### config.mk
export PLATFORM = sky130hd
export DESIGN_NAME = pipe_hazard_ctrl
export DESIGN_NICKNAME = d
export VERILOG_FILES = /design/src/rtl/pipe_hazard_ctrl.sv
export SDC_FILE = /design/constraint.sdc
export NUM_CORES = 1
export LEC_CHECK = 0
export CAP_MARGIN = 20
export CORE_ASPECT_RATIO = 2
export CORE_MARGIN = 2
export CORE_UTILIZATION = 45
export CTS_CLUSTER_DIAMETER = 80
export CTS_CLUSTER_SIZE = 10
export DETAILED_ROUTE_END_ITERATION = 8
export PLACE_DENSITY_LB_ADDON = 0.08
export SYNTH_ARGS = -nofsm -noshare
export SYNTH_HDL_FRONTEND = slang
export SYNTH_SLANG_ARGS = --single-unit
### constraint.sdc
create_clock -name Clk_in -period 5.47 [get_ports Clk_in]
set_input_delay 1.094 -clock Clk_in [delete_from_list [all_inputs] [get_ports Clk_in]]
set_output_delay 1.094 -clock Clk_in [all_outputs]
set_load 0.005 [all_outputs]
### src/rtl/pipe_hazard_ctrl.sv
// pipe_hazard_ctrl
// Central stall/flush sequencer for the 5-stage pipeline.
//   - Load-use hazards: freeze PC and IF/ID, and inject a bubble into ID/EX.
//   - Redirects (taken branch, J, JAL, JR): flush IF/ID.
//   - Data memory busy: freeze the whole pipe and feed bubbles into MEM/WB.
//   - Counts stall cycles (saturating) and latches a sticky timeout error
//     if memory stays not-ready for more than MEM_TIMEOUT consecutive cycles.
//
// Parameters
//   MEM_TIMEOUT  consecutive not-ready cycles tolerated before the error state
//   CNT_W        width of the Stall_Count performance counter
//
// Ports
//   Clk_in           in   clock, rising edge
//   Rst              in   asynchronous, active-low reset
//   IDEX_MemRead     in   instruction in EX is a load
//   IDEX_Rt          in   load destination register in EX
//   IFID_Rs          in   rs of instruction in ID
//   IFID_Rt          in   rt of instruction in ID
//   IFID_UsesRt      in   ID instruction reads rt as a source
//   EXMEM_MemAccess  in   MEM-stage instruction accesses data memory
//   DMem_Ready       in   data memory completes the access this cycle
//   Redirect         in   ID resolved a taken branch, J, JAL or JR
//   PC_Write         out  PC update enable
//   IFID_Write       out  IF/ID load enable
//   IFID_Flush       out  clear IF/ID to NOP on this edge
//   IDEX_Bubble      out  load NOP controls into ID/EX
//   Pipe_Hold        out  hold ID/EX and EX/MEM contents
//   MEMWB_Bubble     out  load RegWrite=0 / MemtoReg=0 into MEM/WB
//   DMem_Timeout     out  sticky error flag, cleared only by reset
//   Stall_Count      out  saturating count of stall cycles since reset

module pipe_hazard_ctrl #(
    parameter int MEM_TIMEOUT = 16,
    parameter int CNT_W       = 16
) (
    input  logic             Clk_in,
    input  logic             Rst,
    input  logic             IDEX_MemRead,
    input  logic [4:0]       IDEX_Rt,
    input  logic [4:0]       IFID_Rs,
    input  logic [4:0]       IFID_Rt,
    input  logic             IFID_UsesRt,
    input  logic             EXMEM_MemAccess,
    input  logic             DMem_Ready,
    input  logic             Redirect,
    output logic             PC_Write,
    output logic             IFID_Write,
    output logic             IFID_Flush,
    output logic             IDEX_Bubble,
    output logic             Pipe_Hold,
    output logic             MEMWB_Bubble,
    output logic             DMem_Timeout,
    output logic [CNT_W-1:0] Stall_Count
);

    localparam int WAIT_W = $clog2(MEM_TIMEOUT + 1);

    typedef enum logic [1:0] {
        RUN      = 2'd0,
        MEM_WAIT = 2'd1,
        ERR      = 2'd2
    } state_t;

    state_t            state_q, state_d;
    logic [WAIT_W-1:0] wait_cnt_q, wait_cnt_d;
    logic [CNT_W-1:0]  stall_count_q, stall_count_d;
    logic              timeout_q, timeout_d;

    logic mem_busy;
    logic load_use;

    // Ungated control decisions; the reset gating is applied only at the
    // output ports so that Rst never feeds the flop data paths.
    logic pc_write_raw;
    logic ifid_write_raw;
    logic ifid_flush_raw;
    logic idex_bubble_raw;
    logic pipe_hold_raw;
    logic memwb_bubble_raw;

    // Hazard detection. Register $zero can never create a dependency, and
    // rt only matters when the ID instruction actually reads it.
    always_comb begin
        mem_busy = EXMEM_MemAccess & ~DMem_Ready;
        load_use = IDEX_MemRead & (IDEX_Rt != 5'd0) &
                   ((IDEX_Rt == IFID_Rs) | (IFID_UsesRt & (IDEX_Rt == IFID_Rt)));
    end

    // Mealy control outputs, highest priority first. A load-use stall
    // suppresses the redirect flush; the redirect is re-presented next cycle
    // once the bubble has resolved the hazard.
    always_comb begin
        pc_write_raw     = 1'b0;
        ifid_write_raw   = 1'b0;
        ifid_flush_raw   = 1'b0;
        idex_bubble_raw  = 1'b0;
        pipe_hold_raw    = 1'b0;
        memwb_bubble_raw = 1'b0;
        if (state_q == ERR) begin
            pipe_hold_raw    = 1'b1;
            memwb_bubble_raw = 1'b1;
        end else if (mem_busy) begin
            pipe_hold_raw    = 1'b1;
            memwb_bubble_raw = 1'b1;
        end else if (load_use) begin
            idex_bubble_raw  = 1'b1;
        end else if (Redirect) begin
            pc_write_raw     = 1'b1;
            ifid_write_raw   = 1'b1;
            ifid_flush_raw   = 1'b1;
        end else begin
            pc_write_raw     = 1'b1;
            ifid_write_raw   = 1'b1;
        end
    end

    // While reset is asserted every output, including the enables, is 0.
    always_comb begin
        PC_Write     = pc_write_raw & Rst;
        IFID_Write   = ifid_write_raw & Rst;
        IFID_Flush   = ifid_flush_raw & Rst;
        IDEX_Bubble  = idex_bubble_raw & Rst;
        Pipe_Hold    = pipe_hold_raw & Rst;
        MEMWB_Bubble = memwb_bubble_raw & Rst;
        DMem_Timeout = timeout_q;
        Stall_Count  = stall_count_q;
    end

    // Memory-wait sequencing. wait_cnt holds the number of not-ready cycles
    // already closed, so the edge ending not-ready cycle MEM_TIMEOUT+1 is the
    // one that finds wait_cnt == MEM_TIMEOUT and moves to ERR.
    always_comb begin
        state_d    = state_q;
        wait_cnt_d = wait_cnt_q;
        timeout_d  = timeout_q;
        case (state_q)
            RUN: begin
                if (mem_busy) begin
                    state_d    = MEM_WAIT;
                    wait_cnt_d = WAIT_W'(1);
                end else begin
                    wait_cnt_d = '0;
                end
            end
            MEM_WAIT: begin
                if (mem_busy) begin
                    if (wait_cnt_q == WAIT_W'(MEM_TIMEOUT)) begin
                        state_d   = ERR;
                        timeout_d = 1'b1;
                    end else begin
                        wait_cnt_d = wait_cnt_q + WAIT_W'(1);
                    end
                end else begin
                    state_d    = RUN;
                    wait_cnt_d = '0;
                end
            end
            ERR: begin
                state_d = ERR;
            end
            default: begin
                state_d    = RUN;
                wait_cnt_d = '0;
            end
        endcase
    end

    // Stall counter: any held or bubbled cycle counts, including the cycles
    // spent frozen in ERR. It sticks at all-ones instead of wrapping.
    always_comb begin
        stall_count_d = stall_count_q;
        if ((pipe_hold_raw | idex_bubble_raw) && (stall_count_q != {CNT_W{1'b1}})) begin
            stall_count_d = stall_count_q + CNT_W'(1);
        end
    end

    // State registers with asynchronous active-low reset.
    always_ff @(posedge Clk_in or negedge Rst) begin
        if (!Rst) begin
            state_q       <= RUN;
            wait_cnt_q    <= '0;
            stall_count_q <= '0;
            timeout_q     <= 1'b0;
        end else begin
            state_q       <= state_d;
            wait_cnt_q    <= wait_cnt_d;
            stall_count_q <= stall_count_d;
            timeout_q     <= timeout_d;
        end
    end

endmodule

==> impl_table.tex, run 1 <==
\begin{tabular}{lr}
\hline
Metric & Value \\
\hline
\multicolumn{2}{l}{\textbf{Status}} \\
\quad Result of the run & finished, final reports clean \\
\multicolumn{2}{l}{\textbf{CTS}} \\
\quad CTS H-Tree Depth & 1 \\
\quad Post-CTS Setup Inserts & 0 \\
\quad Post\_cts resized & 0 \\
\quad Master cell of the clock root buffer & sky130\_fd\_sc\_hd\_\_clkbuf\_8 \\
\quad Hold buffer count at CTS & 0 \\
\quad Number of sinks driven by the clock tree & 24 \\
\quad Buffer levels on the longest clock path & 2 \\
\quad Clock buffer count from CTS & 3 \\
\quad Clock Pin Slew Worst Setup and Hold Paths & $\sim$90 ps \\
\quad CTS tree & yes \\
\quad Later-pin clock latency in the skew report & roughly 270 ps \\
\multicolumn{2}{l}{\textbf{Layout}} \\
\quad \# nets final & approximately 220 \\
\quad P\&R area growth vs syn & 37.2\% \\
\quad Ratio of cells with drive above 1 in the final layout & under 10\% \\
\quad Leading cell type in the layout, fill and taps excluded & sky130\_fd\_sc\_hd\_\_clkdlybuf4s50\_1 \\
\quad Number of fillers in the final layout & around 280 \\
\quad Commonest cells after routing, fill and taps aside & sky130\_fd\_sc\_hd\_\_clkdlybuf4s50\_1, sky130\_fd\_sc\_hd\_\_dfrtp\_1, sky130\_fd\_sc\_hd\_\_xnor2\_1, sky130\_fd\_sc\_hd\_\_nand2\_1, sky130\_fd\_sc\_hd\_\_xor2\_1 \\
\quad Inserted Diodes & 0 \\
\multicolumn{2}{l}{\textbf{Worst setup path}} \\
\quad Startpoint type of the worst setup path & input port \\
\quad Most frequent cell on the critical path & sky130\_fd\_sc\_hd\_\_clkdlybuf4s50\_1 \\
\quad Critical path capture point type & primary output \\
\quad Worst Reg-to-Reg Cells & 7 \\
\quad Setup Crit Path Kind & in2out \\
\quad Required time of the worst setup path & $\sim$4400 ps \\
\quad Beginning of the worst register-to-register path & Stall\_Count[0] \\
\quad Critical Path, Cell by Cell & clkdlybuf4s50\_1, or4\_1, o21a\_2, a21oi\_1, and2\_1, clkdlybuf4s50\_1 \\
\quad Critical path's largest stage delay & about 530 ps \\
\quad Crit-path leading delay family & buffers and inverters \\
\quad Arrival time worst endpoint & between 3000 and 4000 ps \\
\quad Worst flop-to-flop path endpoint & Stall\_Count[14] \\
\quad Slowest CP cell & sky130\_fd\_sc\_hd\_\_or4\_1 \\
\quad R2r setup slk & about 3400 ps \\
\quad CP Max Fanout & 5 \\
\quad Buffers plus inverters on the worst setup path & 2 \\
\multicolumn{2}{l}{\textbf{Logic synthesis}} \\
\quad Dominant synthesized flop cell & sky130\_fd\_sc\_hd\_\_dfrtp\_1 \\
\quad Post-Syn Nets & between 150 and 200 \\
\quad Part of the Yosys area used for sequential elements & a little over two fifths \\
\quad Number of storage elements in the synthesis netlist & 24 \\
\quad Count of synthesis-stage warnings from yosys & 0 \\
\quad Top post-synthesis cells by area & sky130\_fd\_sc\_hd\_\_dfrtp\_1, sky130\_fd\_sc\_hd\_\_xnor2\_1, sky130\_fd\_sc\_hd\_\_xor2\_1, sky130\_fd\_sc\_hd\_\_nand4\_1, sky130\_fd\_sc\_hd\_\_nand2\_1 \\
\quad Distinct cell type count of the synthesized netlist & between 40 and 50 \\
\quad Cell Area, Synth & about 0.0014 sq mm \\
\quad Number of instances in the synthesized netlist & $\sim$140 \\
\quad Share of flip-flops with an asynchronous set or reset & 100\% \\
\quad Number of flops mapped to enable cells by yosys & 0 \\
\quad Post-synth top area share & between 40\% and 50\% \\
\quad Leading area contributor after synthesis & sky130\_fd\_sc\_hd\_\_dfrtp\_1 \\
\quad Average footprint of a synthesized cell & 9.94 sq um \\
\multicolumn{2}{l}{\textbf{Min path}} \\
\quad Class of the most critical hold timing path & reg2reg \\
\quad Terminating pin of the worst hold path & DMem\_Timeout \\
\quad Hold Path Cell Cnt & 1 \\
\quad Hold Path Origin & DMem\_Timeout \\
\multicolumn{2}{l}{\textbf{Timing}} \\
\quad Clock skew after layout & 9.59 ps \\
\quad Transition time at the pin with the least slew margin & 659 ps \\
\quad Endpoints failing setup & 0 \\
\quad Total count of hold-check failures in the final report & 0 \\
\quad Setup repair after global routing missed its margin & false \\
\quad Pins Over Slew Limit & 0 \\
\quad Final cycle utilization of the critical path & 79.1\% \\
\quad Min Tclk post-route & between 4000 and 5000 ps \\
\quad Hold\_ws & 484 ps \\
\quad Slew headroom & 55.7\% \\
\quad Final TNS setup & 0 ps \\
\quad Maximum operating frequency & roughly 230 MHz \\
\multicolumn{2}{l}{\textbf{Global routing}} \\
\quad Antenna violations before repair & 0 \\
\quad Vias in the first global route & $\sim$1300 \\
\quad Grt ovf & 0 \\
\quad Maximum number of pins on one net before global-route repair & 18 \\
\quad Global-route total usage across every layer & about a fifth \\
\quad Wire length of the first global-routing pass & approximately 5800 microns \\
\multicolumn{2}{l}{\textbf{Drt}} \\
\quad Avg Vias per Cell & roughly 5.8 \\
\quad Routed wire length per instance & approximately 15 microns \\
\quad Sum of routed wire length over all layers & between 3000 and 4000 microns \\
\quad DR pass1 iterations & 4 \\
\quad Vias after detailed routing & 1271 \\
\quad Detailed Route Iter0 Violations & 12 \\
\quad DRC errors left & 0 \\
\quad Final antenna-violating net count & 0 \\
\multicolumn{2}{l}{\textbf{Power}} \\
\quad Pwr/cell area & approximately 280 mW/mm\^{}2 \\
\quad Maximum resistive drop on vdd & between 0.2 and 0.3 mV \\
\quad Leakage Power & $\sim$0.74 nW \\
\multicolumn{2}{l}{\textbf{Placement}} \\
\quad Routability Congestion & between 0.8 and 0.9 \\
\quad HPWL reported at the end of detailed placement & $\sim$2700 microns \\
\quad Port buffer count & 44 \\
\multicolumn{2}{l}{\textbf{Job}} \\
\quad Reported max-cap violation count & 0 \\
\multicolumn{2}{l}{\textbf{Floorplan}} \\
\quad Core area & 0.00312 sq mm \\
\quad Die boundary height & around 84 microns \\
\quad Die area & 0.00368 sq mm \\
\quad Number of I/O pins & 45 \\
\quad Horiz. Die Dim & 43.9 microns \\
\quad Starting density of the core & 45.9\% \\
\quad Row count & 29 \\
\hline
\end{tabular}
-- stage by stage --
step	setup slack (ps)	power [W]	utilization, %	instances	cell area (sq um)
floorplan	2140	0.000306	-	144	1430
global placement	1170	0.000390	60.6	217	1890
detailed placement	1100	0.000396	60.6	217	1890
CTS	1090	0.000552	62.9	221	1960
global route	1040	0.000578	62.9	221	1960
finish	1140	0.000547	62.9	221	1960
-- state kept, by name, indices dropped and copies added (netlist names) --
name and count:
Stall_Count 16, wait_cnt_q 5, DMem_Timeout 1, state_q 2
-- cell usage after synthesis, types with 3 or more instances --
library cell,number
sky130_fd_sc_hd__nand2_1,12
sky130_fd_sc_hd__ha_1,3
sky130_fd_sc_hd__nand4_1,9
sky130_fd_sc_hd__nand3_1,7
sky130_fd_sc_hd__inv_1,5
sky130_fd_sc_hd__a21boi_0,3
sky130_fd_sc_hd__xnor2_1,12
sky130_fd_sc_hd__dfrtp_1,24
sky130_fd_sc_hd__nor4_1,4
sky130_fd_sc_hd__nor2_1,9
sky130_fd_sc_hd__a21oi_1,3
sky130_fd_sc_hd__o21ai_0,6
sky130_fd_sc_hd__xor2_1,11
sky130_fd_sc_hd__o32a_1,3
-- how the worst max path moves through the flow --
stage,start,depth (start not counted),slack (ps),to
after floorplan,IDEX_Rt[1],4,2140,IFID_Flush
after global placement,IDEX_Rt[1],6,1170,IFID_Flush
final,IDEX_Rt[2],6,1140,IFID_Flush
after detailed placement,IDEX_Rt[2],6,1100,IFID_Flush
after CTS,IDEX_Rt[2],6,1090,IFID_Flush
after global routing,IDEX_Rt[2],6,1040,IFID_Flush
-- power by group --
part	internal [W]	total, W	switching [W]
logic	0.0000982	0.000155	0.0000573
registers	0.000201	0.000237	0.0000354
clock network	0.0000979	0.000155	0.0000573
total	0.000397	0.000547	0.000150
-- layer usage --
layer	global-route usage (%)	routed length, microns	vias to the layer above
met1	20.9	1250	620
met3	3.46	134	9
met2	37.4	1920	32
met4	7.99	81	0
li1	-	-	610
met5	0	0	-
-- cell families (layout without fill, tap and decap cells) --
group           after synthesis  after routing  synth area share [%]
flops                        24             24                  42.0
simple gates                 59             59                  23.4
fa+ha+maj                     3              3                  2.62
mux                           2              2                  1.84
buf+inv                       8             54                  3.15
xor+xnor                     23             23                  14.1
compound gates               25             25                  12.9
-- final cells by class --
cell class                      count  area, sq um  area share (%)
Inverter                            5         18.8           0.956
Clock buffer                        3         41.3            2.10
Clock inverter                      1         30.0            1.53
Sequential cell                    24          601            30.6
Tap cell                           31         38.8            1.98
Multi-Input combinational cell    112          786            40.0
Timing Repair Buffer               45          448            22.8
(Power assumes the default switching activity.)
==> run 2: changes to the inputs <==
- clock period: 5.47 -> 4 ns (I/O delays scaled with it)
==> run 2 against run 1 <==
Against the previous run: die area did not move; critical path type unchanged; first-iteration DRC count fell by 8.3%; flip-flop and latch count did not move; setup slack got worse by 870 ps; combinational power rose by 37%; final area rose by 0.38%; clock-buffer cell count did not move; clock skew fell by 3.9 ps; via count fell by 1.1%; global-route usage fell by 0.28 points.
==> impl_table.tex, run 2 (synthesis results as in run 1) <==
\begin{tabular}{lr}
\hline
Metric & Value \\
\hline
\multicolumn{2}{l}{\textbf{Status}} \\
\quad Result of the run & finished, final reports clean (unchanged) \\
\multicolumn{2}{l}{\textbf{Worst setup path}} \\
\quad Buffers plus inverters on the worst setup path & 2 (unchanged) \\
\quad Most frequent cell on the critical path & sky130\_fd\_sc\_hd\_\_clkdlybuf4s50\_1 (unchanged) \\
\quad Critical path capture point type & primary output (unchanged) \\
\quad CP Max Fanout & 5 (unchanged) \\
\quad R2r setup slk & 1970 ps (was 3390 ps) \\
\quad Critical path's largest stage delay & 530 ps (about the same) \\
\quad Worst setup path start & IDEX\_Rt[2] (unchanged) \\
\quad Arrival time worst endpoint & 2930 ps (was 3230 ps) \\
\quad Slowest CP cell & sky130\_fd\_sc\_hd\_\_or4\_1 (unchanged) \\
\quad Setup Crit Path Kind & in2out (unchanged) \\
\quad Critical Path, Cell by Cell & clkdlybuf4s50\_1, or4\_1, o21a\_2, a21oi\_1, and2\_1, clkdlybuf4s50\_1 (unchanged) \\
\quad Number of logic stages on the critical path including buffering & 6 (unchanged) \\
\quad Crit-path leading delay family & buffers and inverters (unchanged) \\
\quad Required time of the worst setup path & 3200 ps (was 4380 ps) \\
\quad Startpoint type of the worst setup path & input port (unchanged) \\
\quad Worst flop-to-flop path endpoint & Stall\_Count[10] (was Stall\_Count[14]) \\
\quad Beginning of the worst register-to-register path & Stall\_Count[0] (unchanged) \\
\quad Worst Reg-to-Reg Cells & 7 (unchanged) \\
\multicolumn{2}{l}{\textbf{Layout}} \\
\quad Commonest cells after routing, fill and taps aside & sky130\_fd\_sc\_hd\_\_clkdlybuf4s50\_1, sky130\_fd\_sc\_hd\_\_dfrtp\_1, sky130\_fd\_sc\_hd\_\_xnor2\_1, sky130\_fd\_sc\_hd\_\_nand2\_1, sky130\_fd\_sc\_hd\_\_xor2\_1 (unchanged) \\
\quad Inserted Diodes & 0 (unchanged) \\
\quad \# nets final & 217 (was 216) \\
\quad Number of fillers in the final layout & 282 (was 276) \\
\quad Leading cell type in the layout, fill and taps excluded & sky130\_fd\_sc\_hd\_\_clkdlybuf4s50\_1 (unchanged) \\
\quad Filler-free cell count of the finished design & 222 (was 221) \\
\quad Max reg flops & 16 (unchanged) \\
\quad Ratio of cells with drive above 1 in the final layout & 8.90\% (was 8.42\%) \\
\quad P\&R area growth vs syn & 37.7\% (was 37.2\%) \\
\multicolumn{2}{l}{\textbf{Global routing}} \\
\quad Grt ovf & 0 (unchanged) \\
\quad Global-route total usage across every layer & 19.9\% (was 20.2\%) \\
\quad Maximum number of pins on one net before global-route repair & 16 (was 18) \\
\quad Wire length of the first global-routing pass & 5730 microns (was 5750 microns) \\
\quad Vias in the first global route & 1309 (was 1322) \\
\quad Antenna violations before repair & 0 (unchanged) \\
\multicolumn{2}{l}{\textbf{CTS}} \\
\quad Number of sinks driven by the clock tree & 24 (unchanged) \\
\quad Post-CTS Setup Inserts & 0 (unchanged) \\
\quad Clock buffer count from CTS & 3 (unchanged) \\
\quad CTS tree & yes (unchanged) \\
\quad Later-pin clock latency in the skew report & 270 ps (about the same) \\
\quad Master cell of the clock root buffer & sky130\_fd\_sc\_hd\_\_clkbuf\_8 (unchanged) \\
\quad CTS H-Tree Depth & 1 (unchanged) \\
\quad Post\_cts resized & 0 (unchanged) \\
\quad Buffer levels on the longest clock path & 2 (unchanged) \\
\quad Clock Pin Slew Worst Setup and Hold Paths & 90 ps (about the same) \\
\quad Hold buffer count at CTS & 0 (unchanged) \\
\multicolumn{2}{l}{\textbf{Placement}} \\
\quad Port buffer count & 44 (unchanged) \\
\quad Cell total after placement & 218 (was 217) \\
\quad HPWL reported at the end of detailed placement & 2750 microns (was 2670 microns) \\
\quad Routability Congestion & 0.826 (was 0.815) \\
\multicolumn{2}{l}{\textbf{Drt}} \\
\quad DRC errors left & 0 (unchanged) \\
\quad Detailed Route Iter0 Violations & 11 (was 12) \\
\quad Avg Vias per Cell & 5.66 (was 5.75) \\
\quad DR pass1 iterations & 4 (unchanged) \\
\quad Sum of routed wire length over all layers & 3420 microns (was 3380 microns) \\
\quad Routed wire length per instance & 15.4 microns (was 15.3 microns) \\
\quad Final antenna-violating net count & 0 (unchanged) \\
\quad Vias after detailed routing & 1257 (was 1271) \\
\multicolumn{2}{l}{\textbf{Timing}} \\
\quad Maximum operating frequency & roughly 270 MHz \\
\quad Transition time at the pin with the least slew margin & 610 ps (was 659 ps) \\
\quad Clock skew after layout & 5.72 ps (was 9.59 ps) \\
\quad Pins Over Slew Limit & 0 (unchanged) \\
\quad Min Tclk post-route & roughly 3700 ps \\
\quad Final cycle utilization of the critical path & between 90\% and 100\% \\
\quad Final TNS setup & 0 ps (unchanged) \\
\quad Slew headroom & 59.0\% (was 55.7\%) \\
\quad Endpoints failing setup & 0 (unchanged) \\
\quad Setup repair after global routing missed its margin & false (unchanged) \\
\quad Total count of hold-check failures in the final report & 0 (unchanged) \\
\multicolumn{2}{l}{\textbf{Floorplan}} \\
\quad Die area & 0.00368 sq mm (unchanged) \\
\quad Horiz. Die Dim & 43.9 microns (unchanged) \\
\quad Die boundary height & 83.8 microns (unchanged) \\
\quad Core area & 0.00312 sq mm (unchanged) \\
\quad Row count & 29 (unchanged) \\
\quad Number of I/O pins & 45 (unchanged) \\
\quad Starting density of the core & 45.9\% (unchanged) \\
\multicolumn{2}{l}{\textbf{Min path}} \\
\quad Hold Path Cell Cnt & 1 (unchanged) \\
\quad Hold Path Origin & DMem\_Timeout (unchanged) \\
\quad Terminating pin of the worst hold path & DMem\_Timeout (unchanged) \\
\quad Class of the most critical hold timing path & reg2reg (unchanged) \\
\multicolumn{2}{l}{\textbf{Power}} \\
\quad Seq pwr share & 43.1\% (was 43.2\%) \\
\quad Relative contribution of combinational cells to total power & 28.3\% (was 28.4\%) \\
\quad Sw Ratio & 27.4\% (about the same) \\
\quad Leakage Power & 0.741 nW (was 0.736 nW) \\
\quad P\_sw & 0.000205 W (was 0.000150 W) \\
\quad Power share of the clock group & 28.6\% (was 28.4\%) \\
\quad Pwr/cell area & 380 mW/mm\^{}2 (was 279 mW/mm\^{}2) \\
\quad Cell Int Power & 0.000544 W (was 0.000397 W) \\
\quad Maximum resistive drop on vdd & 0.319 mV (was 0.256 mV) \\
\multicolumn{2}{l}{\textbf{Job}} \\
\quad Reported max-cap violation count & 0 (unchanged) \\
\hline
\end{tabular}
## run 2: cell types whose count changed in the layout (fill, tap and decap cells not counted), sizes merged
cell	before	now
buf	1	2
## run 2: worst max-delay path by stage
stage / to / slack (ps)
floorplan: IFID_Flush / 1260
global placement: IFID_Flush / 290
detailed placement: IFID_Flush / 260
CTS: IFID_Flush / 250
global route: IFID_Flush / 160
finish: IFID_Flush / 270
## run 2: area by class of cell
type | count | area, sq um | share of cell area, %
multi-input combinational | 112 | 786 | 39.9
sequential | 24 | 601 | 30.5
timing repair buffer | 46 | 455 | 23.1
clock buffer | 3 | 41.3 | 2.10
tap | 31 | 38.8 | 1.97
clock inverter | 1 | 30.0 | 1.52
inverter | 5 | 18.8 | 0.952
## run 2: power groups by stage
| stage | sequential [W] | clock (W) | combinational (W) |
|---|---|---|---|
| after global routing | 0.000331 | 0.000225 | 0.000233 |
| after global placement | 0.000326 | 0 | 0.000209 |
| final | 0.000322 | 0.000214 | 0.000212 |
| after CTS | 0.000323 | 0.000216 | 0.000215 |
| after detailed placement | 0.000328 | 0 | 0.000214 |
| after floorplan | 0.000321 | 0 | 0.0000979 |
## run 2: metrics by stage
stage / instance area, sq um / util [%] / hold WS, ps / power, W / setup slack (ps)
finish: 1970 / 63.2 / 474 / 0.000749 / 270
global route: 1970 / 63.2 / 503 / 0.000789 / 161
CTS: 1970 / 63.2 / 480 / 0.000754 / 251
detailed placement: 1900 / 60.9 / 460 / 0.000542 / 260
global placement: 1900 / 60.9 / 453 / 0.000535 / 293
floorplan: 1430 / - / 466 / 0.000419 / 1260
## run 2: per-layer routing
layer,part of all wire [%],global-route usage (%)
met5,0,0
met4,1.4,5.79
met3,3.9,2.38
met2,59,37.4
met1,36,21.8
==> run 3: changes to the inputs <==
- CORE_MARGIN: 2 -> unset
- CTS_CLUSTER_DIAMETER: 80 -> unset
==> run 3 against run 2 <==
Against the previous run: sequential share of layout area about the same; register-to-register slack about the same; via count up 0.24%; flip-flop and latch count unchanged; cell count fell by 0.45%; maximum frequency fell by 0.48%; utilization rose by 3.0 points; clock skew is 3.3 ps higher; first-iteration DRC count up 36%; routed wire length up 0.53%; critical path type unchanged; setup slack got worse by 18 ps; global-route usage up 1.1 points.
==> impl_table.tex, run 3 (synthesis results as in run 1) <==
\begin{tabular}{lr}
\hline
Metric & Value \\
\hline
\multicolumn{2}{l}{\textbf{Layout}} \\
\quad Sequential cell area & 601 sq um (unchanged) \\
\quad Commonest cells after routing, fill and taps aside & sky130\_fd\_sc\_hd\_\_clkdlybuf4s50\_1, sky130\_fd\_sc\_hd\_\_dfrtp\_1, sky130\_fd\_sc\_hd\_\_xnor2\_1, sky130\_fd\_sc\_hd\_\_nand2\_1, sky130\_fd\_sc\_hd\_\_xor2\_1 (unchanged) \\
\quad Inserted Diodes & 0 (unchanged) \\
\quad Util after Layout & 66.1\% (was 63.2\%) \\
\quad Combined area of the multi-input logic cells & 786 sq um (unchanged) \\
\quad P\&R area growth vs syn & 37.6\% (was 37.7\%) \\
\quad \# nets final & 217 (unchanged) \\
\quad Ratio of cells with drive above 1 in the final layout & 8.90\% (unchanged) \\
\quad Leading cell type in the layout, fill and taps excluded & sky130\_fd\_sc\_hd\_\_clkdlybuf4s50\_1 (unchanged) \\
\quad Number of fillers in the final layout & 249 (was 282) \\
\quad Max reg flops & 16 (unchanged) \\
\multicolumn{2}{l}{\textbf{Placement}} \\
\quad Port buffer count & 44 (unchanged) \\
\quad Routability Congestion & 0.798 (was 0.826) \\
\quad Pre-CTS setup slack & 247 ps (was 260 ps) \\
\quad HPWL reported at the end of detailed placement & 2770 microns (was 2750 microns) \\
\multicolumn{2}{l}{\textbf{Timing}} \\
\quad Clock skew after layout & 9.01 ps (was 5.72 ps) \\
\quad Maximum operating frequency & 267 MHz (was 268 MHz) \\
\quad Endpoints failing setup & 0 (unchanged) \\
\quad Setup ws final & 253 ps (was 270 ps) \\
\quad Final cycle utilization of the critical path & 93.7\% (was 93.2\%) \\
\quad Setup repair after global routing missed its margin & false (unchanged) \\
\quad Pins Over Slew Limit & 0 (unchanged) \\
\quad Min Tclk post-route & 3750 ps (was 3730 ps) \\
\quad Final TNS setup & 0 ps (unchanged) \\
\quad Slew headroom & 58.9\% (was 59.0\%) \\
\quad Transition time at the pin with the least slew margin & 611 ps (was 610 ps) \\
\quad Total count of hold-check failures in the final report & 0 (unchanged) \\
\multicolumn{2}{l}{\textbf{CTS}} \\
\quad Buffer levels on the longest clock path & 2 (unchanged) \\
\quad CTS tree & yes (unchanged) \\
\quad Clock buffer count from CTS & 3 (unchanged) \\
\quad Post\_cts resized & 0 (unchanged) \\
\quad Master cell of the clock root buffer & sky130\_fd\_sc\_hd\_\_clkbuf\_8 (unchanged) \\
\quad Hold buffer count at CTS & 0 (unchanged) \\
\quad Later-pin clock latency in the skew report & 280 ps (was 270 ps) \\
\quad CTS H-Tree Depth & 1 (unchanged) \\
\quad Clock Pin Slew Worst Setup and Hold Paths & 90 ps (about the same) \\
\quad Post-CTS Setup Inserts & 0 (unchanged) \\
\quad Number of sinks driven by the clock tree & 24 (unchanged) \\
\multicolumn{2}{l}{\textbf{Drt}} \\
\quad Routed wire length per instance & 15.5 microns (was 15.4 microns) \\
\quad DR pass1 iterations & 4 (unchanged) \\
\quad DRC errors left & 0 (unchanged) \\
\quad Detailed Route Iter0 Violations & 15 (was 11) \\
\quad Avg Vias per Cell & 5.70 (was 5.66) \\
\quad Final antenna-violating net count & 0 (unchanged) \\
\quad Vias after detailed routing & 1260 (was 1257) \\
\quad Sum of routed wire length over all layers & 3440 microns (was 3420 microns) \\
\multicolumn{2}{l}{\textbf{Floorplan}} \\
\quad Die area & 0.00342 sq mm (was 0.00368 sq mm) \\
\quad Die boundary height & 81.8 microns (was 83.8 microns) \\
\quad Starting density of the core & 48.1\% (was 45.9\%) \\
\quad Core area & 0.00298 sq mm (was 0.00312 sq mm) \\
\quad Row count & 28 (was 29) \\
\quad Number of I/O pins & 45 (unchanged) \\
\quad Horiz. Die Dim & 41.9 microns (was 43.9 microns) \\
\multicolumn{2}{l}{\textbf{Worst setup path}} \\
\quad Critical path capture point type & primary output (unchanged) \\
\quad Arrival time worst endpoint & 2950 ps (was 2930 ps) \\
\quad Required time of the worst setup path & 3200 ps (about the same) \\
\quad Setup Crit Path Kind & in2out (unchanged) \\
\quad Startpoint type of the worst setup path & input port (unchanged) \\
\quad CP Max Fanout & 5 (unchanged) \\
\quad Worst Reg-to-Reg Cells & 7 (unchanged) \\
\multicolumn{2}{l}{\textbf{Min path}} \\
\quad Class of the most critical hold timing path & reg2reg (unchanged) \\
\quad Hold Path Cell Cnt & 1 (unchanged) \\
\multicolumn{2}{l}{\textbf{Global routing}} \\
\quad Global-route total usage across every layer & 21.1\% (was 19.9\%) \\
\quad Vias in the first global route & 1269 (was 1309) \\
\quad Antenna violations before repair & 0 (unchanged) \\
\quad Grt ovf & 0 (unchanged) \\
\quad Maximum number of pins on one net before global-route repair & 16 (unchanged) \\
\quad Wire length of the first global-routing pass & 5540 microns (was 5730 microns) \\
\multicolumn{2}{l}{\textbf{Job}} \\
\quad Reported max-cap violation count & 0 (unchanged) \\
\multicolumn{2}{l}{\textbf{Status}} \\
\quad Result of the run & finished, final reports clean (unchanged) \\
\multicolumn{2}{l}{\textbf{Power}} \\
\quad Pwr/cell area & 383 mW/mm\^{}2 (was 380 mW/mm\^{}2) \\
\quad Leakage Power & 0.741 nW (unchanged) \\
\quad Power consumption & 0.000755 W (was 0.000749 W) \\
\quad Maximum resistive drop on vdd & 0.355 mV (was 0.319 mV) \\
\hline
\end{tabular}
==> run 3: cell counts in the layout (fill, tap and decap cells not counted) <==
No cell type changed its count.
==> run 3: critical path, cell delays in order <==
cell	delay (ps)
sky130_fd_sc_hd__clkdlybuf4s50_1	480
sky130_fd_sc_hd__or4_1	540
sky130_fd_sc_hd__o21a_2	250
sky130_fd_sc_hd__a21oi_1	220
sky130_fd_sc_hd__and2_1	160
sky130_fd_sc_hd__clkdlybuf4s50_1	490
==> run 3: cell type report <==
class | count | share of cell area, %
Multi-Input combinational cell | 112 | 39.9
Sequential cell | 24 | 30.5
Timing Repair Buffer | 46 | 23.1
Clock buffer | 3 | 2.10
Tap cell | 30 | 1.91
Clock inverter | 1 | 1.52
Inverter | 5 | 0.953
==> run 3: worst paths after layout <==
kind / startpoint / endpoint / slack [ps]
hold / removal: DMem_Timeout / DMem_Timeout / 490
min in group asynchronous: Rst / Stall_Count[11] / 850
setup reg to reg: Stall_Count[0] / Stall_Count[14] / 1970
setup / recovery: IDEX_Rt[2] / IFID_Flush / 250
hold reg to reg: DMem_Timeout / DMem_Timeout / 490
max in group asynchronous: Rst / Stall_Count[5] / 2960
==> run 3: layer usage <==
layer	vias to the layer above	track usage, %	share of wire, %
met5	-	0	0
met4	0	7.74	1.4
met2	26	43.6	58
met3	5	2.86	3.9
met1	619	20.0	36
li1	610	-	-
==> run 3: where the power goes <==
| group | switching, W | internal [W] | leakage [nW] | total [W] |
|---|---|---|---|---|
| clock network | 0.0000854 | 0.000134 | 0.0357 | 0.000220 |
| registers | 0.0000483 | 0.000275 | 0.279 | 0.000323 |
| logic | 0.0000770 | 0.000135 | 0.426 | 0.000212 |
==> run 3: stage by stage <==
stage | cell area [sq um] | std cells | hold slack [ps]
after floorplan | 1430 | 144 | 466
after global placement | 1900 | 217 | 452
after detailed placement | 1900 | 217 | 474
after CTS | 1970 | 221 | 495
after global routing | 1970 | 221 | 524
final | 1970 | 221 | 495
